==> src/rtl/alu_rr_arbiter.sv <==
// Round-robin sharing of one 32-bit combinational ALU between two requesters,
// with a one-entry registered result buffer that honours consumer backpressure.

module alu (
  input  logic [31:0] a,
  input  logic [31:0] b,
  input  logic [2:0]  op,
  output logic [31:0] y
);

  // Shifts use the full 32-bit b, so b >= 32 yields zero or sign fill.
  always_comb begin
    y = '0;
    case (op)
      3'b000:  y = a + b;
      3'b001:  y = a - b;
      3'b010:  y = a & b;
      3'b011:  y = a | b;
      3'b100:  y = a >> b;
      default: y = 32'($signed(a) >>> b);
    endcase
  end

endmodule

module alu_rr_arbiter (
  input  logic        clk,
  input  logic        reset,
  input  logic        req0_valid,
  output logic        req0_ready,
  input  logic [31:0] req0_a,
  input  logic [31:0] req0_b,
  input  logic [2:0]  req0_op,
  input  logic        req1_valid,
  output logic        req1_ready,
  input  logic [31:0] req1_a,
  input  logic [31:0] req1_b,
  input  logic [2:0]  req1_op,
  output logic        rsp_valid,
  input  logic        rsp_ready,
  output logic [31:0] rsp_data,
  output logic        rsp_id,
  output logic [15:0] rsp_count
);

  typedef enum logic {EMPTY, FULL} state_t;

  state_t      state;
  logic        last_grant;
  logic        grant;
  logic        grant_valid;
  logic        can_accept;
  logic        accept;
  logic [31:0] sel_a;
  logic [31:0] sel_b;
  logic [2:0]  sel_op;
  logic [31:0] alu_y;

  // Arbitration and handshake; ready is suppressed while reset is held.
  always_comb begin
    grant_valid = req0_valid || req1_valid;
    grant       = (req0_valid && req1_valid) ? !last_grant : req1_valid;
    can_accept  = (state == EMPTY) || rsp_ready;
    req0_ready  = !reset && can_accept && grant_valid && !grant && req0_valid;
    req1_ready  = !reset && can_accept && grant_valid &&  grant && req1_valid;
    accept      = req0_ready || req1_ready;
    sel_a       = grant ? req1_a  : req0_a;
    sel_b       = grant ? req1_b  : req0_b;
    sel_op      = grant ? req1_op : req0_op;
  end

  alu u_alu (
    .a  (sel_a),
    .b  (sel_b),
    .op (sel_op),
    .y  (alu_y)
  );

  assign rsp_valid = (state == FULL);

  // Buffer state, result capture, pointer update and consumed-result count.
  always_ff @(posedge clk or posedge reset) begin
    if (reset) begin
      state      <= EMPTY;
      rsp_data   <= '0;
      rsp_id     <= 1'b0;
      rsp_count  <= '0;
      last_grant <= 1'b1;
    end else begin
      if ((state == FULL) && rsp_ready) begin
        rsp_count <= rsp_count + 16'd1;
      end
      if (accept) begin
        state      <= FULL;
        rsp_data   <= alu_y;
        rsp_id     <= grant;
        last_grant <= grant;
      end else if (rsp_ready) begin
        state <= EMPTY;
      end
    end
  end

endmodule

==> config.mk <==
export PLATFORM = sky130hd
export DESIGN_NAME = alu_rr_arbiter
export DESIGN_NICKNAME = d
export VERILOG_FILES = /design/src/rtl/alu_rr_arbiter.sv
export SDC_FILE = /design/constraint.sdc
export NUM_CORES = 1
export LEC_CHECK = 0
export CAP_MARGIN = 20
export CORE_MARGIN = 5
export CORE_UTILIZATION = 54
export DETAILED_ROUTE_END_ITERATION = 6
export PLACE_DENSITY = 0.8
export SYNTH_ARGS = -nofsm -noshare
export SYNTH_HDL_FRONTEND = slang
export SYNTH_SLANG_ARGS = --single-unit
==> constraint.sdc <==
create_clock -name clk -period 6 [get_ports clk]
set_input_delay 1.2 -clock clk [delete_from_list [all_inputs] [get_ports clk]]
set_output_delay 1.2 -clock clk [all_outputs]
set_load 0.03 [all_outputs]
==> results.ini, run 1 <==
[floorplan]
initial_core_util = 0.554
die_area_sq_mm = 0.0206
coreArea_sq_mm = 0.0174
die_h_microns = 143
die_w_microns = 143
ios = 191
fp-row-count = 48

[cts]
cts_tree = done
clk_latency_ns = 0.30
cts_buffers = 5
cts_buffer_depth = 2
cts.sinks = 51
cts_htree_levels = 2
cts_root_buffer = clkbuf_16
clk_pin_slew_ns = 0.08
hold_buffers = 0

[job]
maxCapViolCount = 0

[power_and_ir_drop]
power_density_mw_per_mm2 = 253
power_frac_comb = 0.730
power_frac_clock = 0.099
p_sw_frac = 0.524
ir_worst_vdd_v = 0.000277
p_sw_uw = 1610
power.internal_uw = 1460
leakage_uw = 0.00512
power_uw = 3070
power_frac_seq = 0.172

[setup_path]
critPathBufInv = 2
cp-end-kind = register
path_cells = clkdlybuf4s50_1 -> a21bo_4 -> buf_12 -> mux2i_2 -> nand4b_1 -> or2_2 -> o21ai_0 -> xnor2_1 -> ha_1 -> nand3_1 -> nor2_1 -> or3_1 -> o21ai_0 -> a21oi_1 -> o41a_1 -> mux2i_1 -> a221oi_1 -> nor2_1
slowest_stage = clkdlybuf4s50_1
crit_type = primary input to register
rrSetupSlack_ns = 1.06
worstRegToRegCells = 17
worstPathMaxFanout = 12
required_ns = 6.19
r2r_start = last_grant
crit_family = compound AO/OA/AOI/OAI gates
slowest_delay_ns = 0.48
cp.arrival_ns = 6.00
critPathLaunchType = primary input
reg2reg_to = rsp_data[24]

[routing]
drtPass1Iterations = 6
viasPerCell = 6.96
ant_nets = 0
wl_microns = 46200
drc = 0
drtIter0Drc = 1991
via_count = 12294
post_drt_wl_per_cell_microns = 26.2

[placement]
dp_slack_ns = -0.0405
dp_hpwl_microns = 37100
io_buffers = 190
gp_routability_congestion = 1.13

[timing]
tns_ns = 0
fin_skew_ns = 0.00823
rsz0062_at_grt = no
hold_viol = 0
fin_crit_ns = 5.81
worst_slew_pin_slew_ns = 1.03
finalSetupViolCount = 0
finalWorstSetupSlack_ns = 0.189
fmax_ghz = 0.172
slew_headroom = 0.308
slew_violations = 0
period_share = 0.968

[yosys]
syn_inst = 1362
yosys.area.top_type = mux2i_1
synth-async-reset-ratio = 1.00
yosys_register_bits = 51
synth_cell_types = 82
synth-edff-count = 0
synth_top_area_frac = 0.157
synth_nets = 1537
synth_area_sq_mm = 0.00962
ys_seq_area_frac = 0.133
synth-main-ff-cell = dfrtp_1
avgSynthCellArea_sq_um = 7.06
synth-warning-count = 0
synth_area_leaders = mux2i_1, dfrtp_1, nand2_1, a21oi_1, nor2_1

[grt]
use_met1 = 0.582
use_met3 = 0.101
met2_usage = 0.653
grt_max_degree = 65
antenna_found_initial = 0
grtUsageTotal = 0.433
grt_pass1_wl_microns = 68600
grt_pass1_vias = 11548
gr-total-overflow = 0
grt-busiest-layer = met2

[worst_hold_path]
hold_class = register to register
worstHoldPathCells = 1
hold_end = rsp_count[15]
hold_start = rsp_count[15]

[layout]
syn2layout_area_growth_pct = 26.2
final_cell_mix = nand2_1, clkdlybuf4s50_1, mux2i_1, a21oi_1, nor2_1
drive_gt1_frac = 0.0915
nets = 1715
layout_commonest_cell = nand2_1
n_fill_cell = 1481
insertedDiodeCount = 0

[status]
outcome = finished, final reports clean

## what timing repair did
item | 4_1_cts | 5_1_grt
buffers inserted | 0 | 0
setup endpoints to repair | 0 | 4
hold endpoints to repair | 0 | 0
gates resized for setup | 0 | 3
## per-stage QoR
step	hold slack, ns	util	std cells	cell area [sq um]
after floorplan	0.511	-	1362	9620
after global placement	0.462	0.689	1757	12000
after detailed placement	0.463	0.689	1757	12000
after CTS	0.477	0.697	1765	12100
after global routing	0.508	0.699	1766	12100
final	0.471	0.699	1766	12100
## routing by layer
metal / wire length, microns / share of wire / vias to the layer above
met2: 19300 / 0.42 / 977
li1: - / - / 5403
met3: 6460 / 0.14 / 190
met4: 2830 / 0.061 / 0
met1: 17700 / 0.38 / 5724
met5: 0 / 0 / -
## registers in the layout, indices dropped and copies added, names as in the netlist
register and count:
last_grant 1, rsp_count 16, rsp_id 1, rsp_data 32
rsp_valid 1
## cells in the mapped netlist, types with 10 or more instances
master,n
nand2_1,215
mux2i_1,151
a21oi_1,135
nor2_1,123
o21ai_0,77
dfrtp_1,50
nor3_1,47
buf_2,40
xnor2_1,37
nand3_1,36
ha_1,35
mux2_2,34
clkbuf_1,33
xor2_1,27
a31oi_1,24
a211oi_1,22
inv_1,19
o21ai_1,19
o211ai_1,12
a21o_1,11
nand4_1,10
nor2b_1,10
o221ai_1,10
## cell type report
type | count | area (sq um) | area share
Clock buffer | 5 | 125 | 0.0103
Timing Repair Buffer | 259 | 2450 | 0.202
Multi-Input combinational cell | 1202 | 7910 | 0.651
Clock inverter | 3 | 22.5 | 0.00186
Inverter | 21 | 78.8 | 0.00649
Tap cell | 225 | 282 | 0.0232
Sequential cell | 51 | 1280 | 0.105
## how the worst max path moves through the flow
stage	start	endpoint	slack (ns)	cells past startpoint
floorplan	req1_valid	rsp_data[28]	0.52	23
finish	req1_valid	rsp_data[24]	0.19	18
global placement	req1_valid	rsp_data[24]	-0.005	18
detailed placement	req1_valid	rsp_data[28]	-0.04	21
global route	req1_valid	rsp_data[27]	0.01	20
CTS	req1_valid	rsp_data[30]	0.25	21
## power by group through the flow
stage / registers (uW) / clock network (uW) / logic [uW]
4_1_cts: 524 / 301 / 2160
6_report: 527 / 302 / 2240
5_1_grt: 538 / 317 / 2350
2_1_floorplan: 688 / 0 / 1170
3_5_place_dp: 526 / 0 / 2150
3_3_place_gp: 527 / 0 / 2130
## logic make-up (layout without fill, tap and decap cells)
kind of cell | Yosys count | after routing | share of synthesized area
AOI/OAI and AO/OA | 405 | 405 | 0.263
xor gates and xnor gates | 64 | 64 | 0.0583
muxes | 193 | 193 | 0.209
and+or+nand+nor | 498 | 498 | 0.230
DFF | 51 | 51 | 0.133
adders and majority gates | 42 | 42 | 0.0539
buffers and inverters | 109 | 288 | 0.0520
(Power assumes the default switching activity.)
==> inputs of run 2 (changes only) <==
--- a/config.mk
+++ b/config.mk
@@ -9,6 +9,7 @@
 export CORE_MARGIN = 5
 export CORE_UTILIZATION = 54
 export DETAILED_ROUTE_END_ITERATION = 6
+export GPL_ROUTABILITY_DRIVEN = 1
 export PLACE_DENSITY = 0.8
 export SYNTH_ARGS = -nofsm -noshare
 export SYNTH_HDL_FRONTEND = slang
==> constraint.sdc (replaced) <==
create_clock -name clk -period 6 [get_ports clk]
set_input_delay 1.2 -clock clk [delete_from_list [all_inputs] [get_ports clk]]
set_output_delay 1.2 -clock clk [all_outputs]
set_load 0.005 [all_outputs]
==> results of run 2 <==
The final DEF is identical to that of run 1. Status: finished, final reports clean.
Main changes from that run: total power 3070 uW -> 2880 uW; worst IR drop on VDD 0.000277 V -> 0.000214 V
==> inputs of run 3 (changes only) <==
--- a/config.mk
+++ b/config.mk
@@ -8,8 +8,10 @@
 export CAP_MARGIN = 20
 export CORE_MARGIN = 5
 export CORE_UTILIZATION = 54
+export CTS_CLUSTER_SIZE = 14
 export DETAILED_ROUTE_END_ITERATION = 6
 export GPL_ROUTABILITY_DRIVEN = 1
+export MAX_ROUTING_LAYER = met4
 export PLACE_DENSITY = 0.8
 export SYNTH_ARGS = -nofsm -noshare
 export SYNTH_HDL_FRONTEND = slang
==> results.ini, run 3 (same netlist as run 1, synthesis figures left out) <==
[routing]
drtIter0Drc = 1669  ; was 1991
post_drt_wl_per_cell_microns = 25.2  ; was 26.2 microns
drtPass1Iterations = 7  ; was 6
via_count = 12054  ; was 12294
drc = 8  ; was 0
ant_nets = 0  ; unchanged
viasPerCell = 6.81  ; was 6.96
wl_microns = 44600  ; was 46200 microns

[floorplan]
initial_core_util = 0.554  ; unchanged
fp-row-count = 48  ; unchanged
ios = 191  ; unchanged
die_h_microns = 143  ; unchanged
coreArea_sq_mm = 0.0174  ; unchanged
die_area_sq_mm = 0.0206  ; unchanged
die_w_microns = 143  ; unchanged

[placement]
gp_routability_congestion = 1.13  ; about the same
dp_hpwl_microns = 35800  ; was 37100 microns
dp_slack_ns = -0.293  ; was -0.0405 ns
io_buffers = 190  ; unchanged

[timing]
holdWs_ns = 0.484  ; was 0.471 ns
fin_skew_ns = 0.00705  ; was 0.00823 ns
finalWorstSetupSlack_ns = 0.0958  ; was 0.189 ns
worst_slew_pin_slew_ns = 1.03  ; about the same
fin_crit_ns = 5.90  ; was 5.81 ns
hold_viol = 0  ; unchanged
period_share = 0.984  ; was 0.968
slew_violations = 0  ; unchanged
finalSetupViolCount = 0  ; unchanged
fmax_ghz = 0.169  ; was 0.172 GHz
slew_headroom = 0.308  ; about the same

[cts]
clk_pin_slew_ns = 0.07  ; was 0.08 ns
cts_tree = done  ; unchanged
cts_buffer_depth = 2  ; unchanged
cts_root_buffer = clkbuf_16  ; unchanged
clk_latency_ns = 0.30  ; about the same
cts_buffers = 5  ; unchanged
cts_htree_levels = 2  ; unchanged
cts.sinks = 51  ; unchanged
hold_buffers = 0  ; unchanged

[layout]
top_register = rsp_data  ; unchanged
drive_gt1_frac = 0.0951  ; was 0.0915
n_fill_cell = 1457  ; was 1481
layout_commonest_cell = nand2_1  ; unchanged
final_cell_mix = nand2_1, clkdlybuf4s50_1, mux2i_1, a21oi_1, nor2_1  ; unchanged
largest_reg_flops = 32  ; unchanged
syn2layout_area_growth_pct = 27.1  ; was 26.2%
final_core_util = 0.704  ; was 0.699
nets = 1720  ; was 1715
largest_registers = rsp_data (32), rsp_count (16)  ; unchanged
insertedDiodeCount = 0  ; unchanged

[power_and_ir_drop]
power_frac_comb = 0.706  ; was 0.713
power_frac_clock = 0.115  ; was 0.105
power_uw = 2920  ; was 2880 uW
power_frac_seq = 0.180  ; was 0.183
ir_worst_vdd_v = 0.000222  ; was 0.000214 V
p_sw_frac = 0.483  ; was 0.494
leakage_uw = 0.00516  ; was 0.00512 uW
p_sw_uw = 1410  ; was 1430 uW
power.internal_uw = 1510  ; was 1460 uW
power_density_mw_per_mm2 = 239  ; was 238 mW/mm^2

[worst_hold_path]
hold_class = register to register  ; unchanged

[setup_path]
cp.arrival_ns = 6.14  ; was 6.00 ns
worstPathMaxFanout = 20  ; was 12
critPathLaunchType = primary input  ; unchanged
cp-end-kind = register  ; unchanged
required_ns = 6.23  ; was 6.19 ns
crit_type = primary input to register  ; unchanged

[grt]
grtUsageTotal = 0.432  ; was 0.433
grt_pass1_vias = 11407  ; was 11548
antenna_found_initial = 0  ; unchanged
grt_pass1_wl_microns = 66600  ; was 68600 microns
gr-total-overflow = 0  ; unchanged
grt_max_degree = 52  ; was 65

[status]
outcome = complete, but fails checks  ; was finished, final reports clean
violations = DRC

[job]
maxCapViolCount = 0  ; unchanged

-- run 3: cell types whose count changed in the layout (fill, tap and decap cells not counted), sizes merged --
cell    before  now
clkbuf       5    6
buf         71   76
clkinv       2    0
bufinv       0    1
-- run 3: layer usage --
| layer | global-route usage | vias to the layer above | routed length, microns |
|---|---|---|---|
| met3 | 0.116 | 166 | 6050 |
| met5 | - | - | 0 |
| met2 | 0.627 | 930 | 18600 |
| met1 | 0.554 | 5549 | 17100 |
| li1 | - | 5409 | - |
| met4 | 0.214 | 0 | 2880 |
-- run 3: worst max-delay path, stage by stage --
cell and delay (ns):
clkdlybuf4s50_1 0.48, a21bo_4 0.30, buf_12 0.21, mux2i_4 0.35
buf_6 0.20, inv_2 0.07, nor2_1 0.39, a31oi_1 0.17
xnor2_1 0.15, ha_1 0.37, o2111ai_1 0.30, a211oi_1 0.56
o21ai_0 0.15, buf_4 0.16, a21oi_1 0.20, o41a_1 0.24
mux2i_1 0.37, a221oi_2 0.11, nor2_1 0.12
-- run 3: final cells by class --
class                           instances  area (sq um)  share of cell area
Timing Repair Buffer                  264          2480               0.203
Tap cell                              225           282              0.0230
Inverter                               21          78.8             0.00645
Multi-Input combinational cell       1202          7940               0.650
Clock inverter                          2          38.8             0.00317
Clock buffer                            6           129              0.0105
Sequential cell                        51          1280               0.105
-- run 3: stage by stage --
step | cells | area (sq um) | setup TNS, ns
floorplan | 1362 | 9620 | 0
global placement | 1756 | 11900 | -1.22
detailed placement | 1756 | 11900 | -2.50
CTS | 1764 | 12100 | 0
global route | 1771 | 12200 | -0.00786
finish | 1771 | 12200 | 0
-- run 3: worst paths after layout --
| path | cells after the start | end | slack (ns) | startpoint |
|---|---|---|---|---|
| worst max register to register | 18 | rsp_data[24] | 0.96 | last_grant |
| worst max-delay path | 19 | rsp_data[24] | 0.1 | req1_valid |
| worst min register to register | 1 | rsp_count[10] | 0.48 | rsp_count[10] |
| worst min-delay path | 1 | rsp_count[10] | 0.48 | rsp_count[10] |
| min in group asynchronous | 2 | rsp_count[3] | 1.17 | reset |
| max in group asynchronous | 3 | last_grant | 4.28 | reset |
-- run 3: power groups by stage --
stage / Combinational, uW / Sequential [uW] / Clock (uW)
final: 2060 / 525 / 335
after global routing: 2190 / 538 / 353
after CTS: 1980 / 522 / 336
after detailed placement: 1970 / 525 / 0
after global placement: 1940 / 526 / 0
after floorplan: 1170 / 513 / 0
-- run 3: repair_timing --
| action | CTS | global route |
|---|---|---|
| resized for setup | 1 | 10 |
| pin swaps | 0 | 2 |
| setup buffers | 0 | 6 |
| setup endpoints to repair | 1 | 17 |
==> patch: new RTL, flow settings as in run 1 <==
Put one more register stage on the output `rsp_count`, with the module's reset. The value now appears one clock later. The other outputs are not delayed to match.
--- a/src/rtl/alu_rr_arbiter.sv
+++ b/src/rtl/alu_rr_arbiter.sv
@@ -46,4 +46,6 @@
   typedef enum logic {EMPTY, FULL} state_t;
 
+  logic [15:0] rsp_count_s0;
+
   state_t      state;
   logic        last_grant;
@@ -85,9 +87,9 @@
       rsp_data   <= '0;
       rsp_id     <= 1'b0;
-      rsp_count  <= '0;
+      rsp_count_s0 <= '0;
       last_grant <= 1'b1;
     end else begin
       if ((state == FULL) && rsp_ready) begin
-        rsp_count <= rsp_count + 16'd1;
+        rsp_count_s0 <= rsp_count_s0 + 16'd1;
       end
       if (accept) begin
@@ -102,4 +104,12 @@
   end
 
+  always_ff @(posedge clk or posedge reset) begin
+    if (reset) begin
+      rsp_count <= '0;
+    end else begin
+      rsp_count <= rsp_count_s0;
+    end
+  end
+
 endmodule
 
Behaviour: not the same (Yosys sat finds a counterexample within 4 cycles, from zero or initial values and one cycle with reset high).
==> patch against run 1 <==
- the run now ends with design-rule violations left
- register-to-register slack got worse by 0.03 ns
- design area rose by 7.8%
- utilization is 0.27 points higher
- largest power group unchanged
- highest routed layer unchanged
- critical path type unchanged
- fmax is 0.39% lower
- sequential cell count increased by 16
- routed wire length rose by 5.0%
- synthesized area up 5.6%
- first-iteration DRC count is 14% lower
- final cell count increased by 5.8%
- non-clock buffer count rose by 37
- worst setup slack got worse by 0.023 ns
- power is 12% higher
- sequential power is 24% higher
- largest cell class unchanged
==> patch: results <==
[outcome]
status = finished, violations left
violations = design-rule violations

[global_route]
grt_usage_pct = 42.8
grt_pass1_vias = 12399
grt_max_degree = 46

[place]
hpwl_um = 37600
placed_cell_area_mm2 = 0.0128

[detailed_routing]
drt-pass1-iter-count = 7
vias = 13028
post-route-drc-count = 5
routedWlPerCell_um = 26.0
first_iter_violations = 1710

[final_layout]
largestRegisters = rsp_data x32, rsp_count x16, rsp_count_s0 x16
instances_no_fill = 1868
num-fill-cells = 1567

[worst_hold_path]
whs_endpoint = rsp_count[15]$_DFF_PP0_
hold_start = rsp_count_s0[15]$_DFFE_PP0P_

[critical_path]
r2r-end = rsp_data[30]$_DFFE_PP0P_
cp_max_fo = 11

[yosys]
yosysSeqAreaShare_pct = 16.5
yosysUniqueCellTypes = 79
syn_area_per_cell_um2 = 7.18
synth_nets = 1590
ys_top_cells_by_count = 220 x nand2_1, 156 x mux2i_1, 127 x nor2_1, 125 x a21oi_1, 77 x o21ai_0
synthTopCellsByArea = dfrtp_1 16%, mux2i_1 15%, nand2_1 8.1%

[sta]
relSlewSlack_pct = 28.0
holdWs_ns = 0.409

[pwr]
leakagePower_nw = 5.59

[cts]
insertion_delay_ns = 0.34
==> patch: cell types whose count changed in the layout (fill, tap and decap cells not counted), moves of 6 or more <==
| cell | change |
|---|---|
| o21ai_1 | -13 |
| buf_4 | +37 |
| nand3_1 | +15 |
| o211a_1 | +6 |
| dfrtp_1 | +16 |
| mux2i_1 | +6 |
| mux2_2 | -19 |
| a21oi_1 | -10 |
| nand4_1 | +6 |
==> patch: how the worst max path moves through the flow <==
stage | slack [ns] | endpoint | from
global route | 0.02 | rsp_data[13]$_DFFE_PP0P_ | req1_valid
global placement | 0.12 | rsp_data[26]$_DFFE_PP0P_ | req1_valid
finish | 0.17 | rsp_data[30]$_DFFE_PP0P_ | req1_valid
detailed placement | -0.04 | rsp_data[30]$_DFFE_PP0P_ | req1_valid
CTS | 0.26 | rsp_data[30]$_DFFE_PP0P_ | req1_valid
floorplan | 0.49 | rsp_data[25]$_DFFE_PP0P_ | req1_valid
==> patch: critical path, stage by stage <==
cell and delay [ns]:
clkdlybuf4s50_1 0.56, a21bo_4 0.35, mux2_4 0.37, nor4_4 0.43, nand4b_1 0.26, buf_4 0.21
o21ai_0 0.21, xnor2_1 0.10, ha_1 0.43, nand4_1 0.20, o32ai_1 0.36, a211oi_2 0.11
nor3b_1 0.18, a211o_1 0.34, a211oi_1 0.33, nor3_1 0.10, nand3b_1 0.17, a21oi_1 0.16
==> patch: power by group <==
part / switching [mW] / internal (mW) / total (mW)
Combinational: 1.36 / 0.873 / 2.23
Clock: 0.230 / 0.329 / 0.558
Sequential: 0.0923 / 0.560 / 0.652
Total: 1.68 / 1.76 / 3.44
==> patch: kinds of logic (layout without fill, tap and decap cells) <==
family,after synthesis,in the layout,synth area share [%]
adder cells (fa/ha/maj),43,43,5.20
buffers and inverters,112,331,4.84
multiplexers,173,173,17.3
XOR/XNOR,66,66,5.69
AND/OR/NAND/NOR,543,543,24.1
flip-flops,67,67,16.5
AO/OA/AOI/OAI,411,411,26.3
==> patch: timing repair <==
item | 4_1_cts | 5_1_grt
hold buffers | 0 | 0
gates resized for setup | 0 | 1
setup endpoints to repair | 0 | 1
buffers inserted | 0 | 1
hold endpoints to repair | 0 | 0
==> patch: layout make-up <==
cell class,count,area share [%]
multi-input combinational,1236,61.3
timing repair buffer,296,20.7
sequential,67,12.8
clock buffer,9,1.72
tap,234,2.24
clock inverter,7,0.621
inverter,19,0.554
==> patch: per-layer routing <==
layer  part of all wire (%)  up-vias  global-route usage (%)
met4                    6.8        0                    22.2
li1                       -     5709                       -
met1                     38     6005                    55.8
met5                      0        -                       0
met2                     42     1079                    65.1
met3                     14      235                    11.4
